<file path="config.mk">
export PLATFORM = sky130hd
export DESIGN_NAME = mouth_raster_engine
export DESIGN_NICKNAME = d
export VERILOG_FILES = /design/src/rtl/mouth_raster_engine_pkg.sv /design/src/rtl/mouth_raster_engine_shape.sv /design/src/rtl/mouth_raster_engine.sv
export SDC_FILE = /design/constraint.sdc
export NUM_CORES = 2
export LEC_CHECK = 0
export ABC_AREA = 0
export BUFFER_PORTS_ARGS = -buffer_cell sky130_fd_sc_hd__buf_4
export CORE_ASPECT_RATIO = 1.4
export CORE_UTILIZATION = 45
export DETAILED_ROUTE_END_ITERATION = 8
export SYNTH_ARGS = -nofsm -noshare
export SYNTH_HDL_FRONTEND = slang
export SYNTH_SLANG_ARGS = --single-unit
</file>
<file path="constraint.sdc">
create_clock -name clk_in -period 10.5 [get_ports clk_in]
set_clock_uncertainty 0.2 [all_clocks]
set_input_delay 2.625 -clock clk_in [delete_from_list [all_inputs] [get_ports clk_in]]
set_output_delay 2.625 -clock clk_in [all_outputs]
set_load 0.01 [all_outputs]
</file>
<file path="src/rtl/mouth_raster_engine_pkg.sv">
// mouth_raster_engine_pkg: shared FSM state type, mouth segment column boundaries
// and width helpers used by the raster engine and its shape evaluator.
package mouth_raster_engine_pkg;

    typedef enum logic [1:0] {
        S_IDLE,
        S_DRAWING,
        S_DRAIN
    } state_t;

    // Mirror-column boundaries of the four mouth segments; columns outside
    // [SEG_A, SEG_E) are never lit.
    localparam int SEG_A = 10;
    localparam int SEG_B = 20;
    localparam int SEG_C = 32;
    localparam int SEG_D = 44;
    localparam int SEG_E = 64;

    function automatic int pixel_size(input int log_power_mod);
        return 3 * log_power_mod;
    endfunction

    function automatic int addr_width(input int rows, input int pixels);
        return (rows * pixels > 1) ? $clog2(rows * pixels) : 1;
    endfunction

    function automatic int cnt_width(input int n);
        return (n > 1) ? $clog2(n) : 1;
    endfunction

endpackage

</file>
<file path="src/rtl/mouth_raster_engine_shape.sv">
// mouth_shape_eval: evaluates the mouth UPPER/LOWER predicates for one raster
// position and carries the result through a clock-enabled pipeline of
// PIPE_DEPTH stages.
// Ports:
//   clk_in, rst_in       clock, asynchronous active-low reset
//   i_en                 pipeline advance (all stages hold when low)
//   i_flush              clears every stage valid on the next edge
//   i_valid              a raster position is being issued this cycle
//   i_row, i_col, i_addr raster position and its linear address
//   i_z, i_color         frame openness and lit colour
//   o_valid/o_addr/o_data  aligned pipeline outputs
module mouth_shape_eval
    import mouth_raster_engine_pkg::*;
#(
    parameter int NUM_PIXELS = 128,
    parameter int PIPE_DEPTH = 4,
    parameter int MIRROR_EN  = 1,
    parameter int RW         = 4,
    parameter int CW         = 7,
    parameter int ZW         = 16,
    parameter int PS         = 12,
    parameter int AW         = 11
) (
    input  logic          clk_in,
    input  logic          rst_in,
    input  logic          i_en,
    input  logic          i_flush,
    input  logic          i_valid,
    input  logic [RW-1:0] i_row,
    input  logic [CW-1:0] i_col,
    input  logic [ZW-1:0] i_z,
    input  logic [PS-1:0] i_color,
    input  logic [AW-1:0] i_addr,
    output logic          o_valid,
    output logic [AW-1:0] o_addr,
    output logic [PS-1:0] o_data
);

    logic [31:0] w_r, w_c, w_z, w_mir, w_m;
    logic        w_off, w_up, w_lo;
    logic [PS-1:0] w_data;

    logic [PIPE_DEPTH-1:0] r_v;
    logic [AW-1:0]         r_a [PIPE_DEPTH];
    logic [PS-1:0]         r_d [PIPE_DEPTH];

    // All predicate arithmetic runs in 32-bit unsigned so no term truncates
    // for any openness below FACE_RES.
    assign w_r   = 32'(i_row);
    assign w_c   = 32'(i_col);
    assign w_z   = 32'(i_z);
    assign w_mir = 32'(NUM_PIXELS - 1) - w_c;
    assign w_m   = (MIRROR_EN != 0 && w_mir < w_c) ? w_mir : w_c;
    // Without mirroring only the right half of the face is drawn.
    assign w_off = (MIRROR_EN == 0) && (w_c >= 32'(NUM_PIXELS / 2));

    assign w_up = (w_m < SEG_A) ? 1'b0 :
                  (w_m < SEG_B) ? (w_m + 6 <= 2 * w_r + 12) :
                  (w_m < SEG_C) ? (4 * w_r + 4 + w_m >= 52) :
                  (w_m < SEG_D) ? (w_m + 15 <= 3 * w_r + 35) :
                  (w_m < SEG_E) ? (4 * w_r + 4 + w_m >= 80) : 1'b0;

    assign w_lo = (w_m < SEG_A) ? 1'b0 :
                  (w_m < SEG_B) ? (20 * w_r + 10 * w_z + 40 <= w_m * (10 + w_z)) :
                  (w_m < SEG_C) ? (8 * w_r + 2 * w_m <= 104 + 4 * w_z) :
                  (w_m < SEG_D) ? (4 * w_z * (w_m + 38) + 200 * w_m >= 600 * w_r + 3400) :
                  (w_m < SEG_E) ? (1000 * w_r + 250 * w_m <= w_z * (360 + 5 * w_m) + 20000) : 1'b0;

    assign w_data = (w_up && w_lo && !w_off) ? i_color : '0;

    always_ff @(posedge clk_in or negedge rst_in) begin
        if (!rst_in) begin
            r_v <= '0;
            for (int i = 0; i < PIPE_DEPTH; i++) begin
                r_a[i] <= '0;
                r_d[i] <= '0;
            end
        end else begin
            if (i_flush)
                r_v <= '0;
            else if (i_en)
                r_v <= {r_v[PIPE_DEPTH-2:0], i_valid};
            if (i_en) begin
                r_a[0] <= i_addr;
                r_d[0] <= w_data;
                for (int i = 1; i < PIPE_DEPTH; i++) begin
                    r_a[i] <= r_a[i-1];
                    r_d[i] <= r_d[i-1];
                end
            end
        end
    end

    assign o_valid = r_v[PIPE_DEPTH-1];
    assign o_addr  = r_a[PIPE_DEPTH-1];
    assign o_data  = r_d[PIPE_DEPTH-1];

endmodule

</file>
<file path="src/rtl/mouth_raster_engine.sv">
// mouth_raster_engine: rasterises a mouth shape, one pixel per advance cycle,
// from the newest buffered face sample, with ready/valid output back-pressure.
// Ports:
//   clk_in, rst_in                clock, asynchronous active-low reset
//   face_data_valid               strobe loading mouth_openness/mouth_color
//   mouth_openness, mouth_color   openness z and lit-pixel colour
//   pixel_address/data/valid      pixel stream, held while pixel_ready is low
//   pixel_ready                   downstream acceptance
//   busy                          high while a frame is in progress
//   frame_done                    one-cycle pulse after the last pixel is taken
//   abort_in                      cancels the frame in progress
module mouth_raster_engine
    import mouth_raster_engine_pkg::*;
#(
    parameter  int NUM_BLOCK_ROWS = 16,
    parameter  int NUM_PIXELS     = 128,
    parameter  int FACE_RES       = 65536,
    parameter  int LOG_POWER_MOD  = 4,
    parameter  int PIPE_DEPTH     = 4,
    parameter  int MIRROR_EN      = 1,
    localparam int LOG_FACE_RES   = $clog2(FACE_RES),
    localparam int PIXEL_SIZE     = pixel_size(LOG_POWER_MOD),
    localparam int AW             = addr_width(NUM_BLOCK_ROWS, NUM_PIXELS)
) (
    input  logic                    clk_in,
    input  logic                    rst_in,
    input  logic                    face_data_valid,
    input  logic [LOG_FACE_RES-1:0] mouth_openness,
    input  logic [PIXEL_SIZE-1:0]   mouth_color,
    output logic [AW-1:0]           pixel_address,
    output logic [PIXEL_SIZE-1:0]   pixel_data,
    output logic                    pixel_valid,
    input  logic                    pixel_ready,
    output logic                    busy,
    output logic                    frame_done,
    input  logic                    abort_in
);

    localparam int RW = cnt_width(NUM_BLOCK_ROWS);
    localparam int CW = cnt_width(NUM_PIXELS);

    state_t r_state, w_next;
    logic [RW-1:0]           r_row;
    logic [CW-1:0]           r_col;
    logic [LOG_FACE_RES-1:0] r_z, r_buf_z;
    logic [PIXEL_SIZE-1:0]   r_color, r_buf_color;
    logic                    r_buf_full, r_frame_done;
    logic                    w_advance, w_abort, w_start, w_issue, w_last_col, w_last_pos, w_last_accept;
    logic [AW-1:0]           w_addr;

    // The whole pipeline moves unless a presented pixel is being refused.
    assign w_advance     = !(pixel_valid && !pixel_ready);
    assign w_abort       = abort_in && r_state != S_IDLE;
    assign w_start       = r_state == S_IDLE && r_buf_full;
    assign w_issue       = r_state == S_DRAWING && w_advance && !abort_in;
    assign w_last_col    = r_col == CW'(NUM_PIXELS - 1);
    assign w_last_pos    = w_last_col && r_row == RW'(NUM_BLOCK_ROWS - 1);
    // Pixels leave in raster order, so the final address marks the frame end.
    assign w_last_accept = pixel_valid && pixel_ready && pixel_address == AW'(NUM_BLOCK_ROWS * NUM_PIXELS - 1);
    assign w_addr        = AW'(32'(r_row) * 32'(NUM_PIXELS) + 32'(r_col));
    assign busy          = r_state != S_IDLE;
    assign frame_done    = r_frame_done;

    always_ff @(posedge clk_in or negedge rst_in) begin
        if (!rst_in)
            r_state <= S_IDLE;
        else
            r_state <= w_next;
    end

    always_comb begin
        w_next = r_state;
        case (r_state)
            S_IDLE:    if (r_buf_full) w_next = S_DRAWING;
            S_DRAWING: if (w_abort) w_next = S_IDLE; else if (w_issue && w_last_pos) w_next = S_DRAIN;
            S_DRAIN:   if (w_abort || w_last_accept) w_next = S_IDLE;
            default:   w_next = S_IDLE;
        endcase
    end

    always_ff @(posedge clk_in or negedge rst_in) begin
        if (!rst_in) begin
            r_row        <= '0;
            r_col        <= '0;
            r_z          <= '0;
            r_color      <= '0;
            r_buf_z      <= '0;
            r_buf_color  <= '0;
            r_buf_full   <= 1'b0;
            r_frame_done <= 1'b0;
        end else begin
            r_frame_done <= r_state == S_DRAIN && w_last_accept && !abort_in;
            if (w_start) begin
                r_z     <= r_buf_z;
                r_color <= r_buf_color;
                r_row   <= '0;
                r_col   <= '0;
            end else if (w_issue) begin
                r_col <= w_last_col ? '0 : r_col + 1'b1;
                r_row <= w_last_col ? r_row + 1'b1 : r_row;
            end
            // A strobe in the latch cycle refills the buffer for the next frame.
            if (face_data_valid) begin
                r_buf_z     <= mouth_openness;
                r_buf_color <= mouth_color;
                r_buf_full  <= 1'b1;
            end else if (w_start) begin
                r_buf_full <= 1'b0;
            end
        end
    end

    mouth_shape_eval #(
        .NUM_PIXELS (NUM_PIXELS),
        .PIPE_DEPTH (PIPE_DEPTH),
        .MIRROR_EN  (MIRROR_EN),
        .RW         (RW),
        .CW         (CW),
        .ZW         (LOG_FACE_RES),
        .PS         (PIXEL_SIZE),
        .AW         (AW)
    ) u_shape (
        .clk_in  (clk_in),
        .rst_in  (rst_in),
        .i_en    (w_advance),
        .i_flush (w_abort),
        .i_valid (w_issue),
        .i_row   (r_row),
        .i_col   (r_col),
        .i_z     (r_z),
        .i_color (r_color),
        .i_addr  (w_addr),
        .o_valid (pixel_valid),
        .o_addr  (pixel_address),
        .o_data  (pixel_data)
    );

endmodule

</file>
-- Word level (Yosys, flattened, before mapping)
Cells that the tools add are included.
- $add $sub $neg: 21
- multiply operators: 11
- divide/modulo/power cells: 0
- magnitude comparators: 14
- equality and inequality tests: 9
- shifts and indexed selects: 0
- muxes and demuxes: 27
- bitwise logic cells: 0
- reduce and logical (&&, ||, !) cells: 23
- operators by type and width (kind ; number):
    <= comparator 32 bit ; 5
    adder 32 bit ; 4
    adder 32 x 6 -> 32 bit (second input constant) ; 3
    less-than comparator 32 x 6 -> 1 bit (second input constant) ; 2
    adder 32 x 12 -> 32 bit (second input constant) ; 1
    adder 32 x 15 -> 32 bit (second input constant) ; 1
    adder 32 x 3 -> 32 bit (second input constant) ; 1
    adder 32 x 4 -> 32 bit (second input constant) ; 1
    adder 7 x 32 -> 32 bit ; 1
    adder 9 x 32 -> 32 bit (first input constant) ; 1
    greater-or-equal comparator 32 bit ; 1
    greater-or-equal comparator 32 x 6 -> 1 bit (second input constant) ; 1
    greater-or-equal comparator 32 x 7 -> 1 bit (second input constant) ; 1
    less-than comparator 32 x 4 -> 1 bit (second input constant) ; 1
    less-than comparator 32 x 5 -> 1 bit (second input constant) ; 1
    less-than comparator 32 x 7 -> 1 bit ; 1
    less-than comparator 32 x 7 -> 1 bit (second input constant) ; 1
    multiplier 16 x 32 -> 30 bit ; 1
    multiplier 16 x 32 -> 32 bit ; 1
    multiplier 3 x 32 -> 32 bit (first input constant) ; 1
    multiplier 32 x 32 -> 32 bit ; 1
    multiplier 5 x 32 -> 29 bit (first input constant) ; 1
    multiplier 7 x 32 -> 31 bit (first input constant) ; 1
    2-to-1 mux 32 bit ; 1
    32 further kinds ; 71
- register bits after elaboration: 167
- bits in latches: 0
- RAM bits: 0
- memory bits (read-only): 0
- input port bits: 33
- output and inout port bits: 26
- memories kept: 0

-- Logic depth before layout (Yosys ltp)
- word-level depth: 15
- depth in mapped cells: 45
- depth with buffers taken out: 40

-- Modules after synthesis
Synthesis repeated with hierarchy kept, for this count alone.
- cells, all modules: 3226
- area, all modules: 29076.6 µm²
- modules (own cells, without submodules) (module ; instances ; cells each ; area each (µm²)):
    mouth_shape_eval ; 1 ; 2968 ; 26190.1
    mouth_raster_engine ; 1 ; 258 ; 2886.5

-- Worst setup path before layout
Ideal clock, no wire load.
- kind: reg2reg
- start point: reg r_col[6]
- end point: reg u_shape.r_d[37] in the netlist's numbering
- data arrival time: 9673 ps
- required time: 10169 ps
- path slack: 497 ps
- cell stages (with the launch flop): 40
- period minus slack after synthesis: 10003 ps
- cells stage by stage: dfrtp_1 clkbuf_1 xor2_1 clkbuf_1 fa_1 fa_1 a31oi_1 xor2_1 clkbuf_1 nand2_1 fa_1 inv_1 fa_1 inv_1 fa_1 fa_1 inv_1 fa_1 [4 not listed] and3_1 a31o_2 nand2_1 nand2b_1 a21oi_1 xor2_1 ha_1 and4_1 nand4_1 nor3_1 a41o_1 a311oi_1 o211a_1 o2111a_1 nand4_1 nand3_1 dlymetal6s2s_1 o31ai_1
- word-level cells in the longest chain between the ends: 15
- elaborated cells on any way between the ends: 43
- those cells by class: 10 x add/sub; 6 x mul; 14 x order compare; 12 x mux; 1 x reduce/logical
- RTL lines (item ; line ; source):
    start: declaration ; mouth_raster_engine.sv:44 ; logic [CW-1:0] r_col;
    start signal: assignment ; mouth_raster_engine.sv:99 ; r_col <= w_last_col ? '0 : r_col + 1'b1;
    subtractor 7 x 7 -> 8 bit ; mouth_raster_engine_shape.sv:52 ; assign w_mir = 32'(NUM_PIXELS - 1) - w_c;
    less-than comparator 32 x 7 -> 1 bit ; mouth_raster_engine_shape.sv:53 ; assign w_m = (MIRROR_EN != 0 && w_mir < w_c) ? w_mir : w_c;
    2-to-1 mux 32 bit * ; mouth_raster_engine_shape.sv:53 ;
    multiplier 3 x 32 -> 32 bit ; mouth_raster_engine_shape.sv:67 ; (w_m < SEG_E) ? (1000 * w_r + 250 * w_m <= w_z * (360 + 5 * w_m) + 20000) : 1'b0;
    adder 9 x 32 -> 32 bit ; mouth_raster_engine_shape.sv:67 ;
    multiplier 16 x 32 -> 32 bit ; mouth_raster_engine_shape.sv:67 ;
    adder 32 x 15 -> 32 bit ; mouth_raster_engine_shape.sv:67 ;
    <= comparator 32 bit ; mouth_raster_engine_shape.sv:67 ;
    2-to-1 mux 1 bit ; mouth_raster_engine_shape.sv:67 ;
    2-to-1 mux 1 bit ; mouth_raster_engine_shape.sv:66 ; (w_m < SEG_D) ? (4 * w_z * (w_m + 38) + 200 * w_m >= 600 * w_r + 3400) :
    2-to-1 mux 1 bit ; mouth_raster_engine_shape.sv:65 ; (w_m < SEG_C) ? (8 * w_r + 2 * w_m <= 104 + 4 * w_z) :
    2-to-1 mux 1 bit ; mouth_raster_engine_shape.sv:64 ; (w_m < SEG_B) ? (20 * w_r + 10 * w_z + 40 <= w_m * (10 + w_z)) :
    2-to-1 mux 1 bit ; mouth_raster_engine_shape.sv:63 ; assign w_lo = (w_m < SEG_A) ? 1'b0 :
    logical AND 1 bit * ; mouth_raster_engine_shape.sv:69 ; assign w_data = (w_up && w_lo && !w_off) ? i_color : '0;
    2-to-1 mux 12 bit * ; mouth_raster_engine_shape.sv:69 ;
    end signal: indexed assignment ; mouth_raster_engine_shape.sv:88 ; r_d[i] <= r_d[i-1];
    end: declaration ; mouth_raster_engine_shape.sv:45 ; logic [PS-1:0] r_d [PIPE_DEPTH];
Every way passes the cells marked *; elsewhere a longest branch is shown, timed or not.
A chain may end at the register's enable or synchronous reset.

-- Final worst setup path
- start point: reg r_col[6]
- end point: reg u_shape.r_d[39] in the netlist's numbering
Same word-level chain as after synthesis.

==> impl_metrics.prom <==
# TYPE chip_impl_metric gauge
chip_impl_metric{name="synth-warning-count",unit=""} 0
chip_impl_metric{name="fp.dieArea",unit="mm²"} 0.0654
chip_impl_metric{name="final_nets",unit=""} 4212
chip_impl_metric{name="cell_depth_of_the_worst_flop_to_flop_path",unit=""} 41
chip_impl_metric{name="slew-limit-headroom",unit="%"} 37.2
chip_impl_metric{name="worst-slew-pin-transition",unit="ns"} 0.940
chip_impl_metric{name="tritoncts_num_sinks",unit=""} 167
chip_impl_metric{name="grt_max_degree",unit=""} 81
chip_impl_info{name="cpLargestDelayFamily",value="adder cells"} 1
chip_impl_metric{name="number_of_max_slew_violations_in_the_final_report",unit=""} 0
chip_impl_metric{name="r2r_setup_slack",unit="ns"} 0.70
chip_impl_metric{name="place.gp.congestion",unit=""} 0.910
chip_impl_metric{name="synthesized_instance_count",unit=""} 3361
chip_impl_metric{name="crit_arrival",unit="ns"} 9.91
chip_impl_metric{name="number_of_antenna_violations_at_the_first_check_in_global_routing",unit=""} 0
chip_impl_metric{name="antenna-diode-count",unit=""} 0
chip_impl_metric{name="cts_h_tree_depth",unit=""} 4
chip_impl_info{name="critPathLaunch",value="r_col[6]"} 1
chip_impl_metric{name="post_synth_instance_area",unit="mm²"} 0.0290
chip_impl_metric{name="placement_rows",unit=""} 109
chip_impl_metric{name="ctsHoldBuffers",unit=""} 0
chip_impl_metric{name="syn-num-nets",unit=""} 4213
chip_impl_info{name="critical-path-top-cell-by-count",value="sky130_fd_sc_hd__fa_1"} 1
chip_impl_metric{name="start_util",unit="%"} 45.7
chip_impl_metric{name="maximum_fanout_along_the_worst_path",unit=""} 16
chip_impl_metric{name="whs_path_depth",unit=""} 1
chip_impl_metric{name="timing.final.hold_violations",unit=""} 0
chip_impl_metric{name="final_antenna_net_count",unit=""} 0
chip_impl_metric{name="chipHeight",unit="µm"} 302
chip_impl_metric{name="gr_ovfl_total",unit=""} 0
chip_impl_metric{name="drtIter0Drc",unit=""} 1147
chip_impl_metric{name="syn_avg_cell_area",unit="µm²"} 8.62
chip_impl_metric{name="crit_path_max_incr_delay",unit="ns"} 0.53
chip_impl_metric{name="fin_util",unit="%"} 48.8
chip_impl_info{name="timing_worst_setup_path_type",value="reg2reg"} 1
chip_impl_metric{name="worst-endpoint-required",unit="ns"} 10.61
chip_impl_metric{name="avgRoutedWirePerCell",unit="µm"} 17.5
chip_impl_metric{name="worst-path-buf-inv",unit=""} 9
chip_impl_info{name="hold_class",value="reg2reg"} 1
chip_impl_metric{name="synth_top_cell_area_share",unit="%"} 23.5
chip_impl_info{name="cts_root_buffer",value="sky130_fd_sc_hd__clkbuf_16"} 1
chip_impl_info{name="critPathCaptureType",value="register"} 1
chip_impl_metric{name="design.core.area",unit="mm²"} 0.0634
chip_impl_info{name="critical_path.startpoint_type",value="register"} 1
chip_impl_info{name="synth_flop_cell",value="sky130_fd_sc_hd__dfrtp_1"} 1
chip_impl_metric{name="synth.distinct_cells",unit=""} 80
chip_impl_metric{name="synth-seq-area-share",unit="%"} 14.4
chip_impl_metric{name="insertion_delay",unit="ns"} 0.44
chip_impl_metric{name="cts_inserted_buffers",unit=""} 17
chip_impl_metric{name="detail_route.first_pass.iterations",unit=""} 7
chip_impl_metric{name="period_share",unit="%"} 93.3
chip_impl_metric{name="grt_first_pass_wirelength",unit="µm"} 120000
chip_impl_info{name="outcome",value="complete, no violations"} 1
chip_impl_metric{name="setup_viol_count_final",unit=""} 0
chip_impl_metric{name="layout_setup_ws",unit="ns"} 0.701
chip_impl_metric{name="final_area",unit="mm²"} 0.0310
chip_impl_metric{name="via_count",unit=""} 22100
chip_impl_metric{name="worst_setup_hold_path_clk_slew",unit="ns"} 0.08
chip_impl_metric{name="ys_async_sr_fraction",unit="%"} 100
chip_impl_metric{name="detailedPlace.worstSlack",unit="ns"} 0.393
chip_impl_info{name="synth_area_leaders",value="sky130_fd_sc_hd__ha_1 23%, sky130_fd_sc_hd__fa_1 19%, sky130_fd_sc_hd__dfrtp_1 14%, sky130_fd_sc_hd__inv_1 6.6%, sky130_fd_sc_hd__nand2_1 6.4%"} 1
chip_impl_info{name="r2r_start",value="r_col[6]"} 1
chip_impl_info{name="critical_path.reg2reg.endpoint",value="u_shape.r_d[39]"} 1
chip_impl_metric{name="postSynthRegisterBits",unit=""} 167
chip_impl_info{name="tritoncts",value="done"} 1
chip_impl_metric{name="detailed_place_hpwl",unit="µm"} 60400
chip_impl_metric{name="globalRouteTotalUtil",unit="%"} 23.3
chip_impl_metric{name="final_routed_drc_violation_total",unit=""} 0
chip_impl_metric{name="clock_tree_buffer_depth",unit=""} 2
chip_impl_metric{name="port-buffer-count",unit=""} 58
chip_impl_metric{name="vias_per_cell",unit=""} 5.26
chip_impl_info{name="timing.critical_path.slowest_stage_cell",value="sky130_fd_sc_hd__fa_1"} 1
chip_impl_metric{name="die_extent_in_x",unit="µm"} 216
chip_impl_metric{name="total_routed_wirelength",unit="µm"} 73500
chip_impl_metric{name="grt_pass1_vias",unit=""} 22600
chip_impl_info{name="worst_hold_path.endpoint",value="frame_done"} 1
chip_impl_metric{name="final.min_clock_period",unit="ns"} 9.80
chip_impl_info{name="hold_start",value="r_state[0]"} 1
chip_impl_metric{name="timing.fmax",unit="GHz"} 0.102
chip_impl_info{name="grt_setup_unrepaired",value="no"} 1
chip_impl_metric{name="io_pins",unit=""} 59
chip_impl_metric{name="placed_area",unit="mm²"} 0.0303
chip_impl_metric{name="final.setup.tns",unit="ns"} 0
chip_impl_metric{name="synth-edff-count",unit=""} 0
chip_impl_metric{name="area_growth",unit="%"} 6.89
chip_impl_metric{name="max-cap-violations",unit=""} 0
chip_impl_info{name="synth_area_leader_cell",value="sky130_fd_sc_hd__ha_1"} 1
chip_impl_metric{name="layout-drive-gt1-share",unit="%"} 7.00
metal layers:
layer  track usage, %  vias up  part of all wire [%]
li1                 -    10900                     -
met1             28.2    10800                    42
met2             43.6      356                    52
met4             7.81        0                   3.2
met3             1.37       97                   2.3
met5                0        -                     0
worst reg2reg max path: cells and delay by family, from the launching register on:
family,cells,cell delay (ns)
adder cells (fa/ha/maj),10,4.42
AND/OR/NAND/NOR,10,1.20
XOR/XNOR,3,0.54
flip-flops,1,0.49
buffers and inverters,9,1.05
AO/OA/AOI/OAI,9,1.79
final cells by class:
| class | count | area, µm² |
|---|---|---|
| Tap cell | 832 | 1040 |
| Fill cell | 6184 | 32500 |
| Clock buffer | 17 | 425 |
| Multi-Input combinational cell | 2546 | 22300 |
| Sequential cell | 167 | 4180 |
| Inverter | 508 | 1910 |
| Clock inverter | 15 | 175 |
| Timing Repair Buffer | 120 | 905 |
timing repair:
item                                    4_1_cts  5_1_grt
endpoints found under the setup margin        0       12
gates resized for setup                       0        7
buffers inserted                              0        0
cell usage after synthesis, types with 38 or more instances:
library cell               instances
sky130_fd_sc_hd__xor2_1           67
sky130_fd_sc_hd__clkbuf_1        106
sky130_fd_sc_hd__dfrtp_1         167
sky130_fd_sc_hd__o21ai_0         112
sky130_fd_sc_hd__mux2_2           42
sky130_fd_sc_hd__a21o_1           49
sky130_fd_sc_hd__and2_1          150
sky130_fd_sc_hd__a21oi_1         139
sky130_fd_sc_hd__nand2_1         495
sky130_fd_sc_hd__ha_1            543
sky130_fd_sc_hd__fa_1            276
sky130_fd_sc_hd__inv_1           506
sky130_fd_sc_hd__nand3_1          38
sky130_fd_sc_hd__xnor2_1         115
sky130_fd_sc_hd__nor2_1          165
cells in the final DEF (no fill, tap or decap), drive strengths merged, types with 7 or more instances in the layout:
master / instances
clkinv: 8
nor2: 165
inv: 514
nor4: 9
nor2b: 30
fa: 276
and3: 11
dfrtp: 167
o2111ai: 10
a21oi: 139
nand4: 18
mux2: 42
clkbuf: 17
a211oi: 14
nand3: 38
or2: 15
ha: 543
o21bai: 24
o211ai: 11
a31oi: 13
o31ai: 21
and2: 152
a21boi: 11
a21o: 49
xor2: 67
xnor2: 115
buf: 120
nand2: 495
nand2b: 25
mux2i: 7
nor3: 31
o21ai: 112
o21a: 20
sequential cells by signal, summed over array words and instances, names as in the netlist, 11 cells and up:
name,count
r_buf_color,12
r_z,16
r_buf_z,16
u_shape.r_a,33
u_shape.o_addr,11
u_shape.o_data,12
u_shape.r_d,36
r_color,12
cells by family (layout without fill, tap and decap cells):
logic type	Yosys count	in the layout	synth area share, %
xor+xnor	182	182	5.50
flops	167	167	14.4
other cells	1	1	0.0130
buf+inv	648	660	8.83
mux	49	49	1.88
fa+ha+maj	820	820	42.6
simple gates	1016	1016	16.1
compound gates	478	478	10.6
through the flow:
step	hold slack (ns)	cells
2_1_floorplan	0.229	3361
3_3_place_gp	0.249	4173
3_5_place_dp	0.255	4173
4_1_cts	0.268	4205
5_1_grt	0.286	4205
6_report	0.265	4205
how the worst max path moves through the flow:
| stage | to | slack [ns] | cells past startpoint |
|---|---|---|---|
| 6_report | u_shape.r_d[39] | 0.70 | 41 |
| 4_1_cts | u_shape.r_d[39] | 0.34 | 40 |
| 2_1_floorplan | u_shape.r_d[37] | 0.50 | 39 |
| 3_5_place_dp | u_shape.r_d[37] | 0.39 | 40 |
| 5_1_grt | u_shape.r_d[39] | 0.004 | 40 |
| 3_3_place_gp | u_shape.r_d[39] | 0.72 | 40 |
Power is not shown: default switching activity piles up to over one toggle a cycle in this logic, so the estimate is an artifact.
